**config.mk**
```make
export PLATFORM = sky130hd
export DESIGN_NAME = chip8_timer_bank
export DESIGN_NICKNAME = d
export VERILOG_FILES = /design/src/rtl/chip8_timer_bank.sv
export SDC_FILE = /design/constraint.sdc
export NUM_CORES = 1
export LEC_CHECK = 0
export CELL_PAD_IN_SITES_DETAIL_PLACEMENT = 1
export CELL_PAD_IN_SITES_GLOBAL_PLACEMENT = 2
export CORE_MARGIN = 4
export CORE_UTILIZATION = 29
export DETAILED_ROUTE_END_ITERATION = 8
export HOLD_SLACK_MARGIN = 0.05
export PLACE_DENSITY_LB_ADDON = 0.25
export SETUP_SLACK_MARGIN = 0.2
export SYNTH_ARGS = -nofsm -noshare
export SYNTH_HDL_FRONTEND = slang
export SYNTH_SLANG_ARGS = --single-unit
```
**constraint.sdc**
```tcl
create_clock -name clk -period 6.4 [get_ports clk]
set_input_delay 0.64 -clock clk [delete_from_list [all_inputs] [get_ports clk]]
set_output_delay 0.64 -clock clk [all_outputs]
set_load 0.01 [all_outputs]
```
**src/rtl/chip8_timer_bank.sv**
```systemverilog
// CPU-step and 60 Hz strobe generator plus a bank of CHIP-8 down-counters
// (channel 0 = delay timer, channel 1 = sound timer) with a select/data port.
module chip8_timer_bank #(
    parameter int CLK_HZ   = 12000000,
    parameter int CPU_HZ   = 500,
    parameter int TICK_HZ  = 60,
    parameter int CHANNELS = 2,
    parameter int WIDTH    = 8,
    parameter int SEL_W    = 4
) (
    input  logic                clk,
    input  logic                reset,
    input  logic                run,
    output logic                timer_cpu_tick,
    output logic                timer_60hz_tick,
    input  logic                wr_en,
    input  logic [SEL_W-1:0]    wr_sel,
    input  logic [WIDTH-1:0]    wr_data,
    input  logic [SEL_W-1:0]    rd_sel,
    output logic [WIDTH-1:0]    rd_data,
    output logic [CHANNELS-1:0] active
);

    localparam int CPU_DIV  = CLK_HZ / CPU_HZ;
    localparam int TICK_DIV = CLK_HZ / TICK_HZ;
    localparam int CPU_W    = (CPU_DIV > 1) ? $clog2(CPU_DIV) : 1;
    localparam int TICK_W   = (TICK_DIV > 1) ? $clog2(TICK_DIV) : 1;
    localparam logic [CPU_W-1:0]  CPU_LAST  = CPU_W'(CPU_DIV - 1);
    localparam logic [TICK_W-1:0] TICK_LAST = TICK_W'(TICK_DIV - 1);

    if (CPU_DIV < 2) begin : g_cpu_div_check
        $error("chip8_timer_bank: CLK_HZ/CPU_HZ must be >= 2");
    end
    if (TICK_DIV < 2) begin : g_tick_div_check
        $error("chip8_timer_bank: CLK_HZ/TICK_HZ must be >= 2");
    end
    if ((CHANNELS < 1) || (CHANNELS > 16)) begin : g_channels_check
        $error("chip8_timer_bank: CHANNELS must be 1..16");
    end
    if ((64'd1 << SEL_W) < 64'(CHANNELS)) begin : g_sel_w_check
        $error("chip8_timer_bank: SEL_W too narrow for CHANNELS");
    end

    logic [CPU_W-1:0]  cpu_cnt_r;
    logic [TICK_W-1:0] tick_cnt_r;
    logic              cpu_wrap_s;
    logic              tick_wrap_s;
    logic [WIDTH-1:0]  chan_r [CHANNELS];
    logic [WIDTH-1:0]  rd_next_s;

    // A wrap only happens on a running edge; the same condition drives the strobes.
    assign cpu_wrap_s  = run && (cpu_cnt_r == CPU_LAST);
    assign tick_wrap_s = run && (tick_cnt_r == TICK_LAST);

    // CPU step divider and its registered strobe
    always_ff @(posedge clk) begin
        if (reset) begin
            cpu_cnt_r      <= {CPU_W{1'b0}};
            timer_cpu_tick <= 1'b0;
        end else if (run) begin
            cpu_cnt_r      <= cpu_wrap_s ? {CPU_W{1'b0}} : cpu_cnt_r + CPU_W'(1);
            timer_cpu_tick <= cpu_wrap_s;
        end else begin
            timer_cpu_tick <= 1'b0;
        end
    end

    // 60 Hz divider and its registered strobe
    always_ff @(posedge clk) begin
        if (reset) begin
            tick_cnt_r      <= {TICK_W{1'b0}};
            timer_60hz_tick <= 1'b0;
        end else if (run) begin
            tick_cnt_r      <= tick_wrap_s ? {TICK_W{1'b0}} : tick_cnt_r + TICK_W'(1);
            timer_60hz_tick <= tick_wrap_s;
        end else begin
            timer_60hz_tick <= 1'b0;
        end
    end

    // Channel registers: a CPU load takes priority over the strobe decrement
    always_ff @(posedge clk) begin
        if (reset) begin
            for (int i = 0; i < CHANNELS; i++) begin
                chan_r[i] <= {WIDTH{1'b0}};
            end
        end else begin
            for (int i = 0; i < CHANNELS; i++) begin
                if (wr_en && (wr_sel == SEL_W'(i))) begin
                    chan_r[i] <= wr_data;
                end else if (tick_wrap_s && (chan_r[i] != {WIDTH{1'b0}})) begin
                    chan_r[i] <= chan_r[i] - WIDTH'(1);
                end
            end
        end
    end

    // Read mux; unmatched selects fall through to zero
    always_comb begin
        rd_next_s = {WIDTH{1'b0}};
        for (int i = 0; i < CHANNELS; i++) begin
            rd_next_s = (rd_sel == SEL_W'(i)) ? chan_r[i] : rd_next_s;
        end
    end

    // Registered read data
    always_ff @(posedge clk) begin
        if (reset) begin
            rd_data <= {WIDTH{1'b0}};
        end else begin
            rd_data <= rd_next_s;
        end
    end

    // Non-zero flags per channel
    always_comb begin
        active = {CHANNELS{1'b0}};
        for (int i = 0; i < CHANNELS; i++) begin
            active[i] = (chan_r[i] != {WIDTH{1'b0}});
        end
    end

endmodule

```
Yosys cells after proc, flatten, opt, wreduce, memory -nomap -nowiden

Memory sizes are Yosys's and may differ from the RTL's.
Index checks and enable logic that the tools add are counted.

Memories: 1
Word-level logic and storage cells: 54
Bits in latches: 0
Input bits: 20
Flip-flop bits (word level): 43
Bits in writable memories: 16
ROM bits: 0

Memory list:

| memory | depth | bits a word | read ports | clocked after Yosys merged registers in | write ports | RTL line | RTL |
|---|---|---|---|---|---|---|---|
| chan_r | 2     | 8           | 2          | 0                                       | 2           | 48       | `logic [WIDTH-1:0] chan_r [CHANNELS];` |

Div/mod/pow operators: 0
Bitwise gates (word level): 5
Equal/unequal tests: 4
Reductions and logical operators: 11
Add/sub/neg operators: 4
Shift operators: 0
$mul: 0
Order comparisons: 0
Muxes and demuxes: 24

Operators with widths:

| kind                                                 | number |
|---|---|
| two-way mux 8 bit                                    | 6 |
| adder 18 x 1 -> 18 bit (second input constant)       | 1 |
| equality test 18 bit (second input constant)         | 1 |
| two-way mux 18 bit                                   | 1 |
| two-way mux 1 bit                                    | 16 |
| nonzero test 8 bit                                   | 2 |
| subtractor 8 x 1 -> 8 bit (second input constant)    | 2 |
| adder 15 x 1 -> 15 bit (second input constant)       | 1 |
| equality test 15 bit (second input constant)         | 1 |
| two-way mux 15 bit                                   | 1 |
| equality test 4 x 1 -> 1 bit (second input constant) | 2 |
| zero test 4 bit                                      | 2 |
| logical AND 1 bit                                    | 6 |
| OR 1 bit                                             | 4 |
| OR reduction 2 bit                                   | 1 |
| NOT 1 bit                                            | 1 |

Depth between registers and ports, before layout

Gate-level depths: netlist of run 1.

Depth after elaboration: 8
Depth in mapped cells: 8
Gate-level depth less buffers: 7

Least setup slack after synthesis of run 1

Ideal clock, no wire load.

Path type: register -> register
Start point: register tick_cnt_r[7]
End point: memory chan_r[0][0], enable pin
Setup slack: 4.147 ns
Stages on the path, launching flop included: 6
Arrival time: 1.924 ns
Data required time: 6.071 ns
Library setup time: 0.329 ns
Path buffers: 1
Cell sequence: dfxtp_1 -> or4b_4 -> nor4_4 -> nand4_4 -> buf_2 -> nand2_1

RTL lines:

| element                  | RTL line | RTL |
|---|---|---|
| start: declaration       | 45       | `logic [TICK_W-1:0] tick_cnt_r;` |
| start signal: assignment | 71       | `tick_cnt_r <= {TICK_W{1'b0}};` |
| start signal: assignment | 74       | `tick_cnt_r <= tick_wrap_s ? {TICK_W{1'b0}} : tick_cnt_r + TICK_W'(1);` |
| end: declaration         | 48       |  |

==> results by group, run 1 <==
Timing
  • Final clock skew: 9.54 ps
  • Fin crit period: 2830 ps
  • Final setup vio count: 0
  • Hold Vio Cnt, Final: 0
  • Slew @ Worst Pin: 1160 ps
  • Final max-slew violation count: 0
  • Worst setup margin: 3570 ps
  • Final worst path period share: 0.443
  • Setup TNS: 0 ps
  • Max Fclk: 353 MHz
  • Worst slew margin: 0.214
  • RSZ-0062 raised after global routing: false

CTS
  • Resized cells post-CTS: 0
  • CTS clk-pin slew, worst paths: 70 ps
  • Clock Tree Root: clkbuf_8
  • Total CTS buffers: 9
  • H-tree depth: 3
  • Post-CTS Repair Setup Buffers: 0
  • Clk sinks: 59
  • TritonCTS clock tree: done
  • CTS max path bufs: 2
  • Worst-Skew Late Latency: 330 ps
  • Hold-fix buffers at CTS: 0

Final layout
  • Fillers: 1153
  • Most common cell after layout, fill and taps aside: nor2_1
  • Most frequent cells in the layout: nor2_1 (57), dfxtp_1 (43), clkdlybuf4s50_1 (31)
  • Area delta synth->final: 22.3%
  • Fin util: 0.364
  • Number of diodes: 0
  • Area of the multi-input gates: 1470 µm²
  • Share of layout cells above drive strength 1: 0.0737
  • Nets@finish: 359
  • FF/Latch Area: 1340 µm²
  • Final Non-Filler Cells: 472

Place
  • Gpl congestion: 0.760
  • HPWL Detailed: 4840 µm
  • Pre-CTS setup slack: 3280 ps
  • IO buf count: 31
  • Dpl cells: 456

Logic synthesis
  • Top_reg_cell synth: dfxtp_1
  • Ranking of synthesized cells by area: dfxtp_1 (30%), edfxtp_1 (17%), xor2_1 (8.2%), nor2_1 (7.4%), xnor2_1 (4.2%)
  • Distinct cells, synth: 40
  • Yosys synthesis warning count: 0
  • Post-synth EDFFs: 16
  • Number of synthesized register bits: 59
  • Net Count, Synth: 328
  • FFs w/ async S/R, synth: 0
  • Syn avg cell area: 9.56 µm²
  • Share of the synthesized area in the top cell type: 0.297
  • Area leader, netlist: dfxtp_1
  • Post-Synthesis Cells: 303
  • Sequential-to-total area share from yosys stat: 0.463
  • Mapped Area: 2900 µm²

Critical path
  • Category of the most critical setup path: flip-flop to output pin
  • Slowest cell on the critical path: edfxtp_1
  • Critical Path AT: 2190 ps
  • Reg2reg setup slack: 3960 ps
  • CP endpoint kind: output pin
  • Critical-path cell list: nor4_1 -> or3b_1 -> clkdlybuf4s50_1
  • RR Endpoint: chan_r[1][1]
  • R2R depth: 5
  • Critical path's largest stage delay: 510 ps
  • Worst Path Required: 5760 ps
  • Launch point of the worst reg-to-reg path: tick_cnt_r[7]
  • Crit path launch type: flip-flop
  • CP max FO: 6

Floorplan
  • Site row count: 36
  • Num ports: 32
  • Die Width: 108 µm
  • Die footprint: 11600 µm²
  • Initial Utilization: 0.298
  • Die height: 108 µm
  • Total core area: 9730 µm²

Detailed routing
  • DR WL/cell: 13.9 µm
  • Antenna Nets Post-Route: 0
  • DRT Wirelength: 6570 µm
  • Starting DRC count in detailed routing: 68
  • Drt first pass iters: 4
  • Routed vias: 2178
  • Drt drc: 0
  • Vias per cell: 4.61

Hold path
  • Worst Hold End: cpu_cnt_r[1]
  • WHS Path Cells: 2
  • Hold Startpoint: cpu_cnt_r[1]
  • Hold crit path type: flip-flop to flip-flop

Global route
  • Vias in the first global route: 2251
  • Largest net degree at the start of global routing: 21
  • Gr ovfl total: 0
  • Initial antenna violation count: 0
  • GRT Total Usage: 0.123
  • First-pass GRT wire length: 11200 µm

Pwr
  • Total power: 862 µW
  • LEAKAGE: 0.00122 µW
  • Max VDD drop: 0.112 mV
  • P per Cell Area: 243 nW/µm²

Flow run
  • Max-cap violations: 0

Status
  • Status: finished, final reports clean
-- area by class of cell --
type                            instances  share of cell area
Multi-Input combinational cell        227               0.414
Timing Repair Buffer                   31              0.0877
Tap cell                              133              0.0470
Clock inverter                          5              0.0286
Clock buffer                           11              0.0371
Inverter                                6             0.00636
Sequential cell                        59               0.379
-- synthesized netlist by cell type (2+ instances only) --
cell / number
a21oi_1: 6
a22oi_1: 8
a31o_1: 8
and3_1: 4
buf_2: 2
clkbuf_1: 5
dfxtp_1: 43
edfxtp_1: 16
ha_1: 5
inv_1: 6
nand2_1: 20
nand2b_1: 7
nand3_1: 22
nand3b_1: 2
nand4_1: 10
nand4_4: 2
nor2_1: 57
nor2b_1: 2
nor3_1: 5
nor4_1: 5
nor4_4: 2
o21ai_1: 8
or4b_4: 2
xnor2_1: 14
xor2_1: 27
-- flip-flops by register name, summed over array words and instances (netlist names) --
signal / count
rd_data: 8
timer_cpu_tick: 1
chan_r: 16
tick_cnt_r: 18
timer_60hz_tick: 1
cpu_cnt_r: 15
-- metrics by stage --
step	hold WS [ps]	cell area (µm²)
after floorplan	471	2900
after detailed placement	506	3310
final	508	3540
after CTS	516	3540
after global routing	542	3540
after global placement	493	3310
-- worst max-delay path, delay by kind of cell (launching register included) --
kind | cells | cell delay, ps
buffers and inverters | 1 | 510
flip-flops | 1 | 510
AND/OR/NAND/NOR | 2 | 840
-- cell families (layout without fill, tap and decap cells) --
| group | Yosys count | in the layout | synth area share |
|---|---|---|---|
| xor+xnor | 41 | 41 | 0.124 |
| compound gates | 30 | 30 | 0.0691 |
| simple gates | 150 | 150 | 0.288 |
| fa+ha+maj | 5 | 5 | 0.0216 |
| mux | 1 | 1 | 0.00346 |
| buf+inv | 17 | 53 | 0.0302 |
| flops | 59 | 59 | 0.463 |
-- worst max-delay path by stage --
stage | from | end | cells after the start
after floorplan | tick_cnt_r[7] | chan_r[0][0] | 5
after global routing | chan_r[0][3] | active[0] | 3
after global placement | run | chan_r[1][6] | 6
final | chan_r[0][3] | active[0] | 3
after CTS | chan_r[0][3] | active[0] | 3
after detailed placement | run | chan_r[0][2] | 5
-- report_power, final --
part / leakage (µW) / internal, µW / total [µW] / switching, µW
Sequential: 0.000501 / 393 / 406 / 13.1
Combinational: 0.000606 / 24.9 / 49.5 / 24.6
Clock: 0.000111 / 258 / 406 / 149
-- per-layer routing --
metal	wire length [µm]	up-vias	global-route usage
li1	-	1120	-
met3	206	9	0.0336
met5	0	-	0
met4	92	0	0.0406
met2	2780	25	0.183
met1	3490	1024	0.173
(Power assumes the default switching activity.)
==> run 2, diff against run 1 <==
clock period = 2.88 ns   (was 6.4 ns; I/O delays follow)
==> run 2 against run 1 <==
Critical path depth increased by 2. Wire length increased by 2.5%. First-iteration DRC count increased by 57%. Combinational power increased by 130%. Final area increased by 0.28%. Global-route usage increased by 0.23 points. Total power increased by 97%. Sequential share of layout area decreased by 0.11 points. Hold slack improved by 8.8 ps. Critical endpoint unchanged.
==> results by group, run 2 (synthesis gave the netlist of run 1 again) <==
Global route
  • Gr ovfl total: 0
  • First-pass GRT wire length: 11500 µm
  • Initial antenna violation count: 0
  • Vias in the first global route: 2290
  • Largest net degree at the start of global routing: 19
  • GRT Total Usage: 0.125

Final layout
  • Reg with most FFs: tick_cnt_r
  • Most frequent cells in the layout: nor2_1 (57), dfxtp_1 (43), clkdlybuf4s50_1 (31)
  • Share of layout cells above drive strength 1: 0.107
  • Most common cell after layout, fill and taps aside: nor2_1
  • Fin util: 0.365
  • Largest registers: tick_cnt_r (18), chan_r (16), cpu_cnt_r (15)
  • Fillers: 1165
  • Largest register FFs: 18
  • Nets@finish: 367
  • Number of diodes: 0
  • Area delta synth->final: 22.6%

Timing
  • Final worst path period share: 0.861
  • Slew @ Worst Pin: 514 ps
  • Fin crit period: 2480 ps
  • Final max-slew violation count: 0
  • Max Fclk: 403 MHz
  • Final setup vio count: 0
  • Hold Vio Cnt, Final: 0
  • RSZ-0062 raised after global routing: false
  • Worst setup margin: 399 ps
  • Final clock skew: 9.30 ps
  • Worst slew margin: 0.655
  • Setup TNS: 0 ps

Floorplan
  • Num ports: 32
  • Initial Utilization: 0.298
  • Site row count: 36
  • Die footprint: 11600 µm²
  • Die Width: 108 µm
  • Die height: 108 µm
  • Total core area: 9730 µm²

Critical path
  • CP endpoint kind: output pin
  • Worst setup path start: chan_r[0][0]
  • Worst Setup EP: active[0]
  • Slowest cell on the critical path: clkdlybuf4s50_1
  • Critical Path AT: 2190 ps
  • Category of the most critical setup path: flip-flop to output pin
  • Crit path buf inv count: 2
  • Critical-path cell list: inv_1 -> ha_1 -> nand2b_1 -> or3b_1 -> clkdlybuf4s50_1
  • RR Endpoint: chan_r[1][2]
  • Worst Path Required: 2590 ps
  • Reg2reg setup slack: 500 ps
  • Number of cells on the critical path: 5
  • Launch point of the worst reg-to-reg path: tick_cnt_r[7]
  • R2R depth: 5
  • Critical path's largest stage delay: 540 ps
  • Crit path launch type: flip-flop
  • CP max FO: 4
  • Cell family with most CP delay: buffers and inverters

Pwr
  • LEAKAGE: 0.00125 µW
  • Total power: 1700 µW
  • Max VDD drop: 0.209 mV
  • P per Cell Area: 479 nW/µm²

Status
  • Status: finished, final reports clean

Flow run
  • Max-cap violations: 0

CTS
  • Total CTS buffers: 9
  • Clk sinks: 59
  • CTS max path bufs: 2
  • H-tree depth: 3
  • Hold-fix buffers at CTS: 0
  • TritonCTS clock tree: done
  • Worst-Skew Late Latency: 340 ps
  • Post-CTS Repair Setup Buffers: 0
  • CTS clk-pin slew, worst paths: 70 ps
  • Clock Tree Root: clkbuf_8

Detailed routing
  • Vias per cell: 4.60
  • Drt first pass iters: 4
  • DR WL/cell: 14.0 µm
  • Starting DRC count in detailed routing: 107
  • DRT Wirelength: 6730 µm
  • Drt drc: 0
  • Routed vias: 2208
  • Antenna Nets Post-Route: 0

Place
  • Pre-CTS setup slack: 501 ps
  • HPWL Detailed: 5080 µm
  • IO buf count: 31
  • Gpl congestion: 0.781

Hold path
  • WHS Path Cells: 2
  • Hold crit path type: flip-flop to flip-flop
  • Hold Startpoint: tick_cnt_r[17]
[run 2: cell types whose count changed in the layout (fill, tap and decap cells not counted), moves of 2 or more]
cell and delta:
buf_4 +8, bufinv_16 -3, clkbuf_1 -2, clkinv_2 +3
[run 2: repair_timing]
item / in CTS / in global routing
endpoints found under the hold margin: 0 / 0
resized for setup: 0 / 1
endpoints found under the setup margin: 0 / 1
[run 2: how the worst min path moves through the flow]
stage	end	slack [ps]
2_1_floorplan	cpu_cnt_r[1]	460
5_1_grt	cpu_cnt_r[4]	560
4_1_cts	tick_cnt_r[1]	520
3_5_place_dp	cpu_cnt_r[4]	510
3_3_place_gp	cpu_cnt_r[1]	490
6_report	tick_cnt_r[17]	520
[run 2: power by group]
group | internal (µW) | switching [µW] | total [µW]
Clock | 336 | 345 | 680
Sequential | 873 | 29.5 | 903
Combinational | 59.2 | 57.0 | 116
[run 2: metrics by stage]
stage	cell area, µm²	hold slack (ps)	cells
4_1_cts	3540	521	480
5_1_grt	3550	555	480
2_1_floorplan	2900	462	303
6_report	3550	517	480
3_3_place_gp	3370	494	464
3_5_place_dp	3370	507	464
[run 2: metal layers]
metal,track usage,up-vias,part of all wire
met4,0.0325,0,0.0051
li1,-,1133,-
met3,0.0456,4,0.043
met5,0,-,0
met2,0.202,32,0.47
met1,0.159,1039,0.48
[run 2: tightest hold or removal path: cells and delay by family, from the launching register on]
kind	cells	cell delay, ps
XOR/XNOR	1	70
AND/OR/NAND/NOR	1	70
flip-flops	1	340
[run 2: cell type report]
type                    count  area (µm²)  share of cell area
well taps                 133         166              0.0469
clock inverters             6        38.8              0.0109
inverters                   6        22.5             0.00634
multi-input cells         227        1470               0.415
repair buffers             39         370               0.104
flip-flops and latches     59        1340               0.378
clock buffers              10         138              0.0388
==> run 3, diff against run 2 <==
CORE_UTILIZATION = 35   (was 29)
TNS_END_PERCENT = 20   (was unset)
==> run 3 against run 2 <==
First-iteration DRC count down 54%. Sequential share of layout area is essentially flat. Setup slack about the same. Largest power group unchanged. Fmax about the same. Register-to-register slack worse by 40 ps. Total power rose by 13%. Wire length decreased by 0.65%. Non-clock buffer count down 2. Clock skew about the same. Flip-flop and latch count is the same. Largest cell class unchanged. Critical endpoint unchanged. Sequential power hardly changed.
==> results by group, run 3 (synthesis gave the netlist of run 1 again) <==
Status
  • Status: finished, final reports clean

Final layout
  • Final non-filler cell area: 3550 µm²
  • Number of diodes: 0
  • Largest register FFs: 18
  • Reg with most FFs: tick_cnt_r
  • Most common cell after layout, fill and taps aside: nor2_1
  • Nets@finish: 365
  • Share of layout cells above drive strength 1: 0.0928
  • Largest registers: tick_cnt_r (18), chan_r (16), cpu_cnt_r (15)
  • Area delta synth->final: 22.6%
  • Most frequent cells in the layout: nor2_1 (57), dfxtp_1 (43), clkdlybuf4s50_1 (31)

Timing
  • Slew @ Worst Pin: 727 ps
  • Hold Vio Cnt, Final: 0
  • Fin crit period: 2480 ps
  • Max Fclk: 403 MHz
  • Setup TNS: 0 ps
  • Worst slew margin: 0.512
  • Final clock skew: 9.08 ps
  • RSZ-0062 raised after global routing: false
  • Final setup vio count: 0
  • Final worst path period share: 0.861
  • Final max-slew violation count: 0

CTS
  • CTS max path bufs: 2
  • Total CTS buffers: 9
  • Clk sinks: 59
  • Post-CTS Repair Setup Buffers: 0
  • H-tree depth: 3
  • TritonCTS clock tree: done
  • Hold-fix buffers at CTS: 0
  • Worst-Skew Late Latency: 340 ps
  • CTS clk-pin slew, worst paths: 60 ps
  • Resized cells post-CTS: 0
  • Clock Tree Root: clkbuf_8

Floorplan
  • Die height: 99.0 µm
  • Die footprint: 9790 µm²
  • Initial Utilization: 0.367
  • Total core area: 7890 µm²
  • Num ports: 32
  • Die Width: 99.0 µm
  • Site row count: 32

Critical path
  • Worst setup path start: chan_r[0][3]
  • Worst Path Required: 2590 ps
  • Launch point of the worst reg-to-reg path: tick_cnt_r[7]
  • Crit path launch type: flip-flop
  • Category of the most critical setup path: flip-flop to output pin
  • CP endpoint kind: output pin
  • Critical Path AT: 2190 ps
  • CP max FO: 6

Pwr
  • LEAKAGE: 0.00125 µW
  • Max VDD drop: 0.238 mV
  • P per Cell Area: 539 nW/µm²

Detailed routing
  • Antenna Nets Post-Route: 0
  • DR WL/cell: 15.0 µm
  • Routed vias: 2240
  • Drt first pass iters: 4
  • DRT Wirelength: 6690 µm
  • Vias per cell: 5.01
  • Drt drc: 0
  • Starting DRC count in detailed routing: 49

Global route
  • First-pass GRT wire length: 11600 µm
  • Gr ovfl total: 0
  • GRT Total Usage: 0.147
  • Largest net degree at the start of global routing: 19
  • Initial antenna violation count: 0
  • Vias in the first global route: 2367

Hold path
  • Hold Startpoint: tick_cnt_r[1]
  • Hold crit path type: flip-flop to flip-flop

Place
  • Cell Area, Placed: 3310 µm²
  • HPWL Detailed: 4990 µm
  • Gpl congestion: 0.791
  • IO buf count: 31

Flow run
  • Max-cap violations: 0
## run 3: changes by cell type in the layout (fill, tap and decap cells not counted), sizes merged
cell,before,now
clkinvlp,0,1
buf,8,6
clkbuf,10,13
inv,8,6
clkinv,4,0
bufinv,0,2
## run 3: through the flow
step	hold slack (ps)	worst slack, ps	utilization	total power [µW]	std cells
2_1_floorplan	462	627	-	974	303
3_3_place_gp	493	556	0.420	1030	431
3_5_place_dp	505	469	0.420	1040	431
4_1_cts	516	354	0.450	1940	447
5_1_grt	545	265	0.450	1990	447
6_report	513	399	0.450	1910	447
## run 3: critical path, stage by stage (launching register included)
cell and delay, ps:
edfxtp_1 500, nor4_1 380, or3b_1 460, clkdlybuf4s50_1 520
## run 3: power breakdown
group,internal [µW],switching (µW)
combinational,59.1,55.9
sequential,873,29.1
clock,564,332
total,1500,417
## run 3: worst paths after layout
path	to	slack, ps	cells after the start
setup reg to reg	chan_r[1][3]	460	5
hold / removal	tick_cnt_r[1]	510	2
hold reg to reg	tick_cnt_r[1]	510	2
setup / recovery	active[0]	400	3
## run 3: cell type report
type                    instances  area (µm²)
fillers                       919        4340
multi-input cells             227        1470
flip-flops and latches         59        1340
repair buffers                 37         355
clock buffers                  13         170
well taps                     102         128
clock inverters                 3        67.6
inverters                       6        22.5
## run 3: routing by layer
layer,share of wire,GRT usage,wire (µm)
met4,0.018,0.0567,120
met5,0,0,0
met3,0.037,0.0403,248
met1,0.47,0.183,3150
met2,0.47,0.242,3170
